==> src/rtl/dma_mode_sched.sv <==
// DMA mode scheduler: round-robin arbitration of h2d/d2h descriptors, switching the mux mode only when quiesced.
// Optional statistics ports are enabled by defining DMA_MODE_SCHED_STATS_EN.

package dma_pkg;
  typedef enum logic {DDR_TO_HOST = 1'b0, HOST_TO_DDR = 1'b1} e_dma_mode;
endpackage

module dma_mode_sched #(
  parameter int DESC_W  = 160,
  parameter int OUTST_W = 8
) (
  input  logic               clk,
  input  logic               reset,
  input  logic               h2d_desc_valid,
  output logic               h2d_desc_ready,
  input  logic [DESC_W-1:0]  h2d_desc,
  output logic               h2d_done,
  input  logic               d2h_desc_valid,
  output logic               d2h_desc_ready,
  input  logic [DESC_W-1:0]  d2h_desc,
  output logic               d2h_done,
  output logic               eng_desc_valid,
  input  logic               eng_desc_ready,
  output logic [DESC_W-1:0]  eng_desc,
  input  logic               eng_done,
  output dma_pkg::e_dma_mode mode,
  input  logic               ar_fire,
  input  logic               r_last_fire,
  input  logic               aw_fire,
  input  logic               b_fire,
  output logic               rd_credit_ok,
  output logic               wr_credit_ok,
  output logic               err_underflow
`ifdef DMA_MODE_SCHED_STATS_EN
  ,
  output logic [31:0]        h2d_desc_cnt,
  output logic [31:0]        d2h_desc_cnt,
  output logic [15:0]        mode_switch_cnt,
  output logic [31:0]        drain_cycles
`endif
);
  import dma_pkg::*;

  typedef enum logic [2:0] {S_IDLE, S_SETTLE, S_ISSUE, S_BUSY, S_DRAIN} state_t;

  localparam logic [OUTST_W-1:0] CNT_MAX = '1;
  localparam logic [OUTST_W-1:0] CNT_ONE = {{(OUTST_W-1){1'b0}}, 1'b1};

  state_t            state, state_nxt;
  logic              rr_ptr;
  logic              pend_vld, pend_h2d;
  logic              any_req, win_h2d, grant, switch_req, drained;
  e_dma_mode         win_mode;
  logic [OUTST_W-1:0] rd_cnt, wr_cnt;

  // Winner selection; a requester that caused a mode switch keeps priority on the following IDLE cycle.
  always_comb begin
    any_req = h2d_desc_valid | d2h_desc_valid;
    win_h2d = 1'b0;
    if (pend_vld && (pend_h2d ? h2d_desc_valid : d2h_desc_valid))
      win_h2d = pend_h2d;
    else if (h2d_desc_valid && d2h_desc_valid)
      win_h2d = ~rr_ptr;
    else
      win_h2d = h2d_desc_valid;
    win_mode   = win_h2d ? HOST_TO_DDR : DDR_TO_HOST;
    grant      = (state == S_IDLE) && any_req && (win_mode == mode);
    switch_req = (state == S_IDLE) && any_req && (win_mode != mode);
  end

  always_ff @(posedge clk) begin
    if (reset) state <= S_IDLE;
    else       state <= state_nxt;
  end

  always_comb begin
    state_nxt = state;
    case (state)
      S_IDLE: begin
        if (grant)           state_nxt = S_ISSUE;
        else if (switch_req) state_nxt = S_SETTLE;
      end
      S_SETTLE: state_nxt = S_IDLE;
      S_ISSUE: begin
        if (eng_desc_ready) state_nxt = eng_done ? S_DRAIN : S_BUSY;
      end
      S_BUSY: begin
        if (eng_done) state_nxt = S_DRAIN;
      end
      S_DRAIN: begin
        if (rd_cnt == '0 && wr_cnt == '0) state_nxt = S_IDLE;
      end
      default: state_nxt = S_IDLE;
    endcase
  end

  // Mode stays fixed for the whole transfer, so it also identifies which requester gets the done pulse.
  always_comb begin
    h2d_desc_ready = grant & win_h2d;
    d2h_desc_ready = grant & ~win_h2d;
    eng_desc_valid = (state == S_ISSUE);
    drained        = (state == S_DRAIN) && (rd_cnt == '0) && (wr_cnt == '0);
    h2d_done       = drained && (mode == HOST_TO_DDR);
    d2h_done       = drained && (mode == DDR_TO_HOST);
  end

  always_ff @(posedge clk) begin
    if (reset) begin
      mode     <= DDR_TO_HOST;
      rr_ptr   <= 1'b0;
      pend_vld <= 1'b0;
      pend_h2d <= 1'b0;
      eng_desc <= '0;
    end else begin
      if (state == S_IDLE) begin
        pend_vld <= switch_req;
        if (switch_req) begin
          pend_h2d <= win_h2d;
          mode     <= win_mode;
        end
      end
      if (grant) begin
        rr_ptr   <= win_h2d;
        eng_desc <= win_h2d ? h2d_desc : d2h_desc;
      end
    end
  end

  always_ff @(posedge clk) begin
    if (reset) begin
      rd_cnt <= '0;
    end else if (ar_fire && !r_last_fire) begin
      if (rd_cnt != CNT_MAX) rd_cnt <= rd_cnt + CNT_ONE;
    end else if (r_last_fire && !ar_fire) begin
      if (rd_cnt != '0) rd_cnt <= rd_cnt - CNT_ONE;
    end
  end

  always_ff @(posedge clk) begin
    if (reset) begin
      wr_cnt <= '0;
    end else if (aw_fire && !b_fire) begin
      if (wr_cnt != CNT_MAX) wr_cnt <= wr_cnt + CNT_ONE;
    end else if (b_fire && !aw_fire) begin
      if (wr_cnt != '0) wr_cnt <= wr_cnt - CNT_ONE;
    end
  end

  always_ff @(posedge clk) begin
    if (reset)
      err_underflow <= 1'b0;
    else if ((r_last_fire && !ar_fire && rd_cnt == '0) || (b_fire && !aw_fire && wr_cnt == '0))
      err_underflow <= 1'b1;
  end

  assign rd_credit_ok = (rd_cnt != CNT_MAX);
  assign wr_credit_ok = (wr_cnt != CNT_MAX);

`ifdef DMA_MODE_SCHED_STATS_EN
  always_ff @(posedge clk) begin
    if (reset) begin
      h2d_desc_cnt    <= '0;
      d2h_desc_cnt    <= '0;
      mode_switch_cnt <= '0;
      drain_cycles    <= '0;
    end else begin
      if (h2d_done) h2d_desc_cnt <= h2d_desc_cnt + 32'd1;
      if (d2h_done) d2h_desc_cnt <= d2h_desc_cnt + 32'd1;
      if (switch_req && mode_switch_cnt != 16'hFFFF) mode_switch_cnt <= mode_switch_cnt + 16'd1;
      if (state == S_DRAIN && drain_cycles != 32'hFFFF_FFFF) drain_cycles <= drain_cycles + 32'd1;
    end
  end
`endif

endmodule

==> config.mk <==
export PLATFORM = sky130hd
export DESIGN_NAME = dma_mode_sched
export DESIGN_NICKNAME = d
export VERILOG_FILES = /design/src/rtl/dma_mode_sched.sv
export SDC_FILE = /design/constraint.sdc
export NUM_CORES = 1
export LEC_CHECK = 0
export CAP_MARGIN = 30
export CORE_AREA = 3 3 195 197
export DETAILED_ROUTE_END_ITERATION = 12
export DIE_AREA = 0 0 198 200
export PLACE_DENSITY = 0.6
export SYNTH_ARGS = -nofsm -noshare
export SYNTH_HDL_FRONTEND = slang
export SYNTH_SLANG_ARGS = --single-unit
==> constraint.sdc <==
create_clock -name clk -period 3.6 [get_ports clk]
set_clock_uncertainty 0.05 [all_clocks]
set_input_delay 0.72 -clock clk [delete_from_list [all_inputs] [get_ports clk]]
set_output_delay 0.72 -clock clk [all_outputs]
set_load 0.005 [all_outputs]
==> impl_metrics.py <==
metrics = {
    "run_status": {
        "status": "finished clean",
    },
    "timing": {
        "setup_viol": 0,
        "fmax_mhz": 297,
        "rsz0062_at_grt": "false",
        "tightest_slew_ns": 0.893,
        "hold_viol": 0,
        "post-route-period-util": 0.935,
        "tns_ns": 0,
        "slew_violations": 0,
        "fin_crit_ns": 3.37,
        "slew_headroom": 0.403,
        "hold_ws_ns": 0.449,
    },
    "final_layout": {
        "final_util": 0.432,
        "final_common_cell": "clkdlybuf4s50_1",
        "fillers": 3657,
        "nets": 1956,
        "layout-drive-gt1-share": 0.0574,
        "area_growth_syn_to_layout_pct": 60.0,
        "mostFrequentLayoutCells": "497 x clkdlybuf4s50_1, 182 x dfxtp_1, 157 x nor2_1",
    },
    "logic_synthesis": {
        "synthTopCellsByArea": "dfxtp_1 37%, a211oi_1 10%, or3_1 9.9%",
        "async_reset_ff_frac": 0,
        "synth_edf_count": 0,
        "synth_largest_area_cell": "dfxtp_1",
        "syn_area_per_cell_um2": 8.25,
        "ys_ff_latch": 183,
        "yosys_warnings": 0,
        "synth_area_um2": 9840,
        "synth_flop_cell": "dfxtp_1",
        "seq_area_frac_synth": 0.372,
        "synthDistinctLibCells": 60,
        "netlist_instances": 1193,
        "syn-num-nets": 1542,
        "yosys.area.top_type_share": 0.372,
    },
    "global_routing": {
        "grt_usage": 0.201,
        "grt_pass1_wl_um": 62400,
        "use_met1": 0.251,
        "grt_use_met2": 0.341,
        "grt_use_met3": 0.0498,
        "grt_pass1_vias": 10400,
        "grt_max_degree": 128,
        "grt.overflow.total": 0,
        "grt_antenna_before_repair": 2,
        "grt.busiest_layer": "met2",
    },
    "pwr": {
        "vdd.ir_drop.worst_mv": 0.743,
        "leakage_nw": 5.54,
        "power_density_nw_per_um2": 761,
    },
    "hold_path": {
        "min_to": "eng_desc[75]",
        "holdPathStages": 2,
        "hold_path_class": "flop to flop",
        "min-delay-start": "eng_desc[75]",
    },
    "routing": {
        "ant_nets": 0,
        "wl_per_cell_um": 20.3,
        "dr.pass1.iters": 7,
        "remaining_drc_errors": 0,
        "finalWirelength_um": 42400,
        "viasPerCell": 5.19,
        "vias": 10800,
        "drt_iter0_markers": 576,
    },
    "setup_path": {
        "crit_required_ns": 2.83,
        "reg2reg_from": "state[2]",
        "r2r-end": "eng_desc[7]",
        "path_cells": "or4_1 > nor2_1 > nand2_1 > nor3_1 > clkdlybuf4s50_1",
        "cp-end-kind": "output pin",
        "arrival_ns": 2.60,
        "start_kind": "flop",
        "r2r.worst_path.cells": 5,
        "slowest_stage": "clkdlybuf4s50_1",
        "path_class": "flop to output pin",
        "reg2reg_setup_slack_ns": 0.93,
        "crit_fanout": 6,
        "startpoint": "rd_cnt[0]",
        "cp_slowest_stage_delay_ns": 0.56,
    },
    "floorplan": {
        "num_io_pins": 499,
        "start_util": 0.270,
        "fp-row-count": 70,
        "core_um2": 36400,
        "fp.dieH_um": 200,
        "die-area_um2": 39600,
        "die_w_um": 198,
    },
    "cts": {
        "cts_root_buf": "clkbuf_16",
        "cts_sinks": 183,
        "clk_pin_slew_worst_paths_ns": 0.07,
        "cts_resized": 0,
        "htreeDepth": 4,
        "cts_tree": "built",
        "cts_buffer_depth": 2,
        "holdBufCountCts": 0,
        "cts_buffers": 17,
        "cts_setup_buffers": 0,
        "clk_latency_ns": 0.44,
    },
    "place": {
        "gp_congestion": 0.787,
        "numPortBuffers": 498,
        "hpwlAfterDp_um": 29200,
    },
    "job": {
        "drv_cap": 0,
    },
}
worst max-delay path, delay by kind of cell (launching register included):
family / cells / cell delay, ns
buf+inv: 1 / 0.56
simple gates: 4 / 1.22
flops: 1 / 0.38
report_power, final:
| group | total [mW] | internal, mW | switching, mW | leakage (nW) |
|---|---|---|---|---|
| combinational | 6.61 | 3.23 | 3.38 | 3.75 |
| sequential | 3.45 | 2.91 | 0.546 | 1.51 |
| clock | 1.92 | 0.986 | 0.930 | 0.283 |
| total | 12.0 | 7.13 | 4.85 | 5.54 |
worst max-delay path by stage:
stage / slack [ns] / cells after the start / to
2_1_floorplan: 0.84 / 9 / rd_cnt[7]
4_1_cts: 0.23 / 5 / h2d_done
3_5_place_dp: 0.14 / 10 / rd_cnt[7]
5_1_grt: 0.14 / 5 / h2d_done
3_3_place_gp: 0.17 / 10 / rd_cnt[7]
6_report: 0.23 / 5 / h2d_done
cell usage after synthesis (3+ instances only):
library cell and n:
a211oi_1 131, a21o_1 4, a21oi_1 47, and2b_2 9, buf_1 3, buf_2 27
buf_6 10, clkbuf_1 88, dfxtp_1 183, ha_1 17, inv_1 14, mux2_2 3
mux2i_1 9, nand2_1 8, nand2b_1 5, nand3_1 4, nand4_1 6, nor2_1 158
nor2b_1 28, nor3_1 9, nor4_1 5, o21ai_0 49, o22ai_1 36, o31ai_1 125
or3_1 156, or3_2 6, or4_1 4, xnor2_1 7
per-layer routing:
| metal | share of wire | vias to the layer above |
|---|---|---|
| li1 | - | 5311 |
| met1 | 0.41 | 5133 |
| met2 | 0.50 | 348 |
| met3 | 0.068 | 53 |
| met4 | 0.024 | 2 |
| met5 | 0.00031 | - |
final cells by class:
type	instances	area, um2	area share
inverter	14	55.1	0.00350
clock buffer	17	425	0.0270
multi-input combinational	866	5550	0.353
timing repair buffer	525	5290	0.336
clock inverter	15	165	0.0105
tap	468	586	0.0372
antenna	2	5.00	0.000318
sequential	183	3670	0.233
cell families (layout without fill, tap and decap cells):
kind of cell,after synthesis,in the layout,share of synthesized area
XOR/XNOR,8,8,0.00712
other,0,2,0
adder cells (fa/ha/maj),19,19,0.0257
AO/OA/AOI/OAI,414,414,0.290
buffers and inverters,144,571,0.0669
multiplexers,12,12,0.0126
flip-flops,183,183,0.372
AND/OR/NAND/NOR,413,413,0.226
metrics by stage:
stage	instances	worst slack (ns)	cell area, um2	power, mW
after floorplan	1193	0.844	9840	7.01
after global placement	2054	0.172	15100	10.0
after detailed placement	2054	0.138	15100	10.1
after CTS	2086	0.225	15700	12.1
after global routing	2089	0.137	15700	12.9
final	2090	0.234	15700	12.0
sequential cells by signal, indices dropped and copies added (netlist names):
signal / flops
eng_desc: 160
err_underflow: 1
mode: 1
pend_vld: 1
rd_cnt: 8
rr_ptr: 1
state: 3
wr_cnt: 8
No activity file was read; power rests on OpenSTA's default activity.
==> RTL change 1: new RTL, same settings <==
Encoding of `state_t`: now one-hot (5 bits for 5 states).
--- a/src/rtl/dma_mode_sched.sv
+++ b/src/rtl/dma_mode_sched.sv
@@ -42,5 +42,5 @@
   import dma_pkg::*;
 
-  typedef enum logic [2:0] {S_IDLE, S_SETTLE, S_ISSUE, S_BUSY, S_DRAIN} state_t;
+  typedef enum logic [4:0] {S_IDLE = 5'b00001, S_SETTLE = 5'b00010, S_ISSUE = 5'b00100, S_BUSY = 5'b01000, S_DRAIN = 5'b10000} state_t;
 
   localparam logic [OUTST_W-1:0] CNT_MAX = '1;
Formal check against the unedited RTL: same outputs for any inputs over 4 cycles, from zero or initial values and one cycle with reset high; so few cycles prove little.
==> RTL change 1 against the unedited design <==
- die area did not move
- power increased by 4.8%
- cell area grew 17%
- wire length rose by 36%
- utilization grew 7.4 points
- sequential power down 4%
- area after synthesis grew 30%
- sequential cell count grew 2
- setup slack got worse by 75 ps
- critical path type is now input pin to primary output
==> RTL change 1: results (changes against the unedited design) <==
GRT Total Usage: 27.1% (was 20.1%)
Status: finished clean (unchanged)
Worst vdd ir: 1000 uV (was 743 uV)
Largest net degree at the start of global routing: 180 (was 128)
Cells after synthesis: 1613 (was 1193)
Register area share after synthesis: 28.9% (was 37.2%)
R2R Setup Slk: 860 ps (was 930 ps)
Starting DRT DRC Count: 1151 (was 576)
GPL Wtd Cong: 0.794 (was 0.787)
Final wirelength: 57.6 mm (was 42.4 mm)
Synth Area in Compound Gates: 43.9% (was 29.0%)
Final nets: 2273 (was 1956)
Post-route non-filler standard cell count: 2410 (was 2090)
Synth area leaders: dfxtp_1, o41a_1, o2111ai_1, nand4_1, a31oi_1 (was dfxtp_1, a211oi_1, or3_1, o31ai_1, nor2_1)
Layout cells sized above 1: 4.08% (was 5.74%)
Reg-to-Reg End: eng_desc[63] (was eng_desc[7])
Post-DP Area: 17800 sq um (was 15100 sq um)
Post-synthesis mux area share: 0% (was 1.26%)
Syn nets: 1961 (was 1542)
Worst Hold Endpoint: wr_cnt[3] (was eng_desc[75])
Crit-path max FO: 3 (was 6)
Initial antenna violation count: 3 (was 2)
Critical path arrival: 2670 ps (was 2600 ps)
Slew margin rel.: 18.3% (was 40.3%)
Dpl hpwl: 34.1 mm (was 29.2 mm)
Pre-antenna DRT Iters: 5 (was 7)
Post-Synth Adder-Cell Area: 1.87% (was 2.57%)
Post-synthesis xor/xnor area fraction: 0.205% (was 0.712%)
Leak pwr: 5.95 nW (was 5.54 nW)
Hold Worst Slack: 468 ps (was 449 ps)
Reg2reg start: state[0] (was state[2])
Dpl cells: 2374 (was 2054)
Hold Startpoint: wr_cnt[3] (was eng_desc[75])
Avg Vias per Cell: 6.36 (was 5.19)
Synth top cells by count: clkbuf_1, dfxtp_1, o21ai_0, nand4_1, inv_1 (was dfxtp_1, nor2_1, or3_1, a211oi_1, o31ai_1)
RTL change 1: cells by family after synthesis:
family,count (synthesis)
xor+xnor,3
fa+ha+maj,18
compound gates,734
simple gates,266
flops,185
buf+inv,407
RTL change 1: power breakdown:
group	total [W]	internal (W)	switching, W
Combinational	0.00726	0.00290	0.00436
Clock	0.00199	0.00112	0.000874
Sequential	0.00331	0.00275	0.000564
Total	0.0126	0.00676	0.00579
RTL change 1: worst max-delay path: cells and delay by family:
kind	cells	cell delay, ps
buf+inv	4	1210
compound gates	1	360
simple gates	1	370
RTL change 1: metrics by stage:
stage                     power (W)  setup WS, ps
after CTS                    0.0126           155
final                        0.0126           159
after detailed placement     0.0105           157
after global routing         0.0133          85.5
after global placement       0.0105           157
after floorplan             0.00746           917
RTL change 1: metal layers:
layer / GRT usage, % / vias to the layer above / share of wire, %
li1: - / 7146 / -
met1: 36.3 / 7425 / 42
met2: 42.7 / 695 / 46
met3: 7.17 / 64 / 9.2
met4: 8.68 / 0 / 2.5
met5: 0 / - / 0
RTL change 1: layout make-up:
class,instances,area (sq um)
clock inverter,6,87.6
fill,3540,18000
sequential,185,3710
clock buffer,25,505
timing repair buffer,528,5350
tap,468,586
antenna,5,12.5
multi-input combinational,1021,7550
inverter,172,651
RTL change 1: worst max-delay path by stage:
stage | from | end | slack, ps
2_1_floorplan | d2h_desc_valid | h2d_desc_ready | 920
3_3_place_gp | d2h_desc_valid | d2h_desc_ready | 160
3_5_place_dp | d2h_desc_valid | d2h_desc_ready | 160
4_1_cts | d2h_desc_valid | d2h_desc_ready | 150
5_1_grt | d2h_desc_valid | d2h_desc_ready | 90
6_report | d2h_desc_valid | d2h_desc_ready | 160
==> RTL change 2: new RTL, same flow settings <==
Without the edit above. Set the parameter `DESC_W` to 156 (it was 160).
--- a/src/rtl/dma_mode_sched.sv
+++ b/src/rtl/dma_mode_sched.sv
@@ -7,5 +7,5 @@
 
 module dma_mode_sched #(
-  parameter int DESC_W  = 160,
+  parameter int DESC_W  = 156,
   parameter int OUTST_W = 8
 ) (
Ports: changed (resized d2h_desc, eng_desc and h2d_desc); port bits go from 499 to 487. The function was not compared with the original's and may differ.
==> RTL change 2 against the unedited design <==
- setup slack improved by 1.9 ps
- power shrank 1.1%
- area after synthesis fell by 1.6%
- global-route usage is 1.1 points lower
- cell area shrank 1.9%
- largest cell class unchanged
- via count is 2.3% lower
- wire length decreased by 5.9%
- critical endpoint is now d2h_desc_ready
- fmax hardly changed
- largest power group unchanged
- sequential cell count shrank 4
==> RTL change 2: results (changes against the unedited design) <==
Signal buffers: 510 (was 525)
Vias: 10600 (was 10800)
Post-route non-filler standard cell count: 2053 (was 2090)
DR WL met2: 19.6 mm (was 21.1 mm)
I/O Buffers: 486 (was 498)
First-pass GRT wire length: 59.3 mm (was 62.4 mm)
Vias in the first global route: 10200 (was 10400)
Critical path arrival: 2590 ps (was 2600 ps)
Multi-input gates: 850 (was 866)
Filler cells: 3630 (was 3657)
M1 WL: 16.3 mm (was 17.4 mm)
Final wirelength: 39.8 mm (was 42.4 mm)
Synth area leaders: dfxtp_1, or3_1, a211oi_1, o31ai_1, nor2_1 (was dfxtp_1, a211oi_1, or3_1, o31ai_1, nor2_1)
Dpl cells: 2021 (was 2054)
Multi-input combinational area share: 35.3% (about the same)
Crit-path max FO: 7 (was 6)
Register area share after synthesis: 37.0% (was 37.2%)
Initial antenna violation count: 1 (was 2)
Diodes inserted: 0 (was 2)
Layout cells sized above 1: 5.49% (was 5.74%)
Status: finished clean (unchanged)
Largest registers: eng_desc x156, rd_cnt x8, wr_cnt x8 (was eng_desc x160, rd_cnt x8, wr_cnt x8)
Distinct cells, synth: 67 (was 60)
Clk tree area frac: 4.13% (was 3.75%)
# clk buffers: 18 (was 17)
Leak pwr: 5.44 nW (was 5.54 nW)
Pre-antenna DRT Iters: 5 (was 7)
Largest net degree at the start of global routing: 124 (was 128)
## RTL change 2: cell families after synthesis
| kind of cell | synth area share (%) |
|---|---|
| AOI/OAI and AO/OA | 28.9 |
| xor gates and xnor gates | 0.724 |
| adders and majority gates | 2.61 |
| buffers and inverters | 6.84 |
| DFF | 37.0 |
| muxes | 1.28 |
| and+or+nand+nor | 22.6 |
## RTL change 2: worst max-delay path, stage by stage
cell and delay [ps]:
clkdlybuf4s50_1 590, a21bo_2 280, o21ai_4 250, nand3_2 130, inv_1 90, clkdlybuf4s50_1 530
## RTL change 2: path summary, 6_finish.rpt
check | from | end | slack, ps | cells after the start
worst max-delay path | d2h_desc_valid | d2h_desc_ready | 240 | 6
worst min-delay path | eng_desc[50] | eng_desc[50] | 450 | 2
worst max register to register | state[2] | eng_desc[88] | 1080 | 6
worst min register to register | eng_desc[50] | eng_desc[50] | 450 | 2
## RTL change 2: power by group
part | switching [W] | leakage, nW | internal, W
clock network | 0.000871 | 0.311 | 0.00119
registers | 0.000557 | 1.48 | 0.00284
logic | 0.00325 | 3.65 | 0.00314
total | 0.00468 | 5.44 | 0.00717
## RTL change 2: stage by stage
step | hold slack, ps | setup slack [ps] | util (%)
finish | 446 | 236 | 42.4
global route | 468 | 80.6 | 42.4
CTS | 450 | 224 | 42.4
detailed placement | 431 | 189 | 40.7
global placement | 425 | 236 | 40.6
floorplan | 421 | 844 | -
## RTL change 2: layer usage
layer	GRT usage (%)	vias to the layer above
met5	0	-
met2	32.5	372
met4	5.58	2
met3	5.62	36
li1	-	5188
met1	23.1	4996
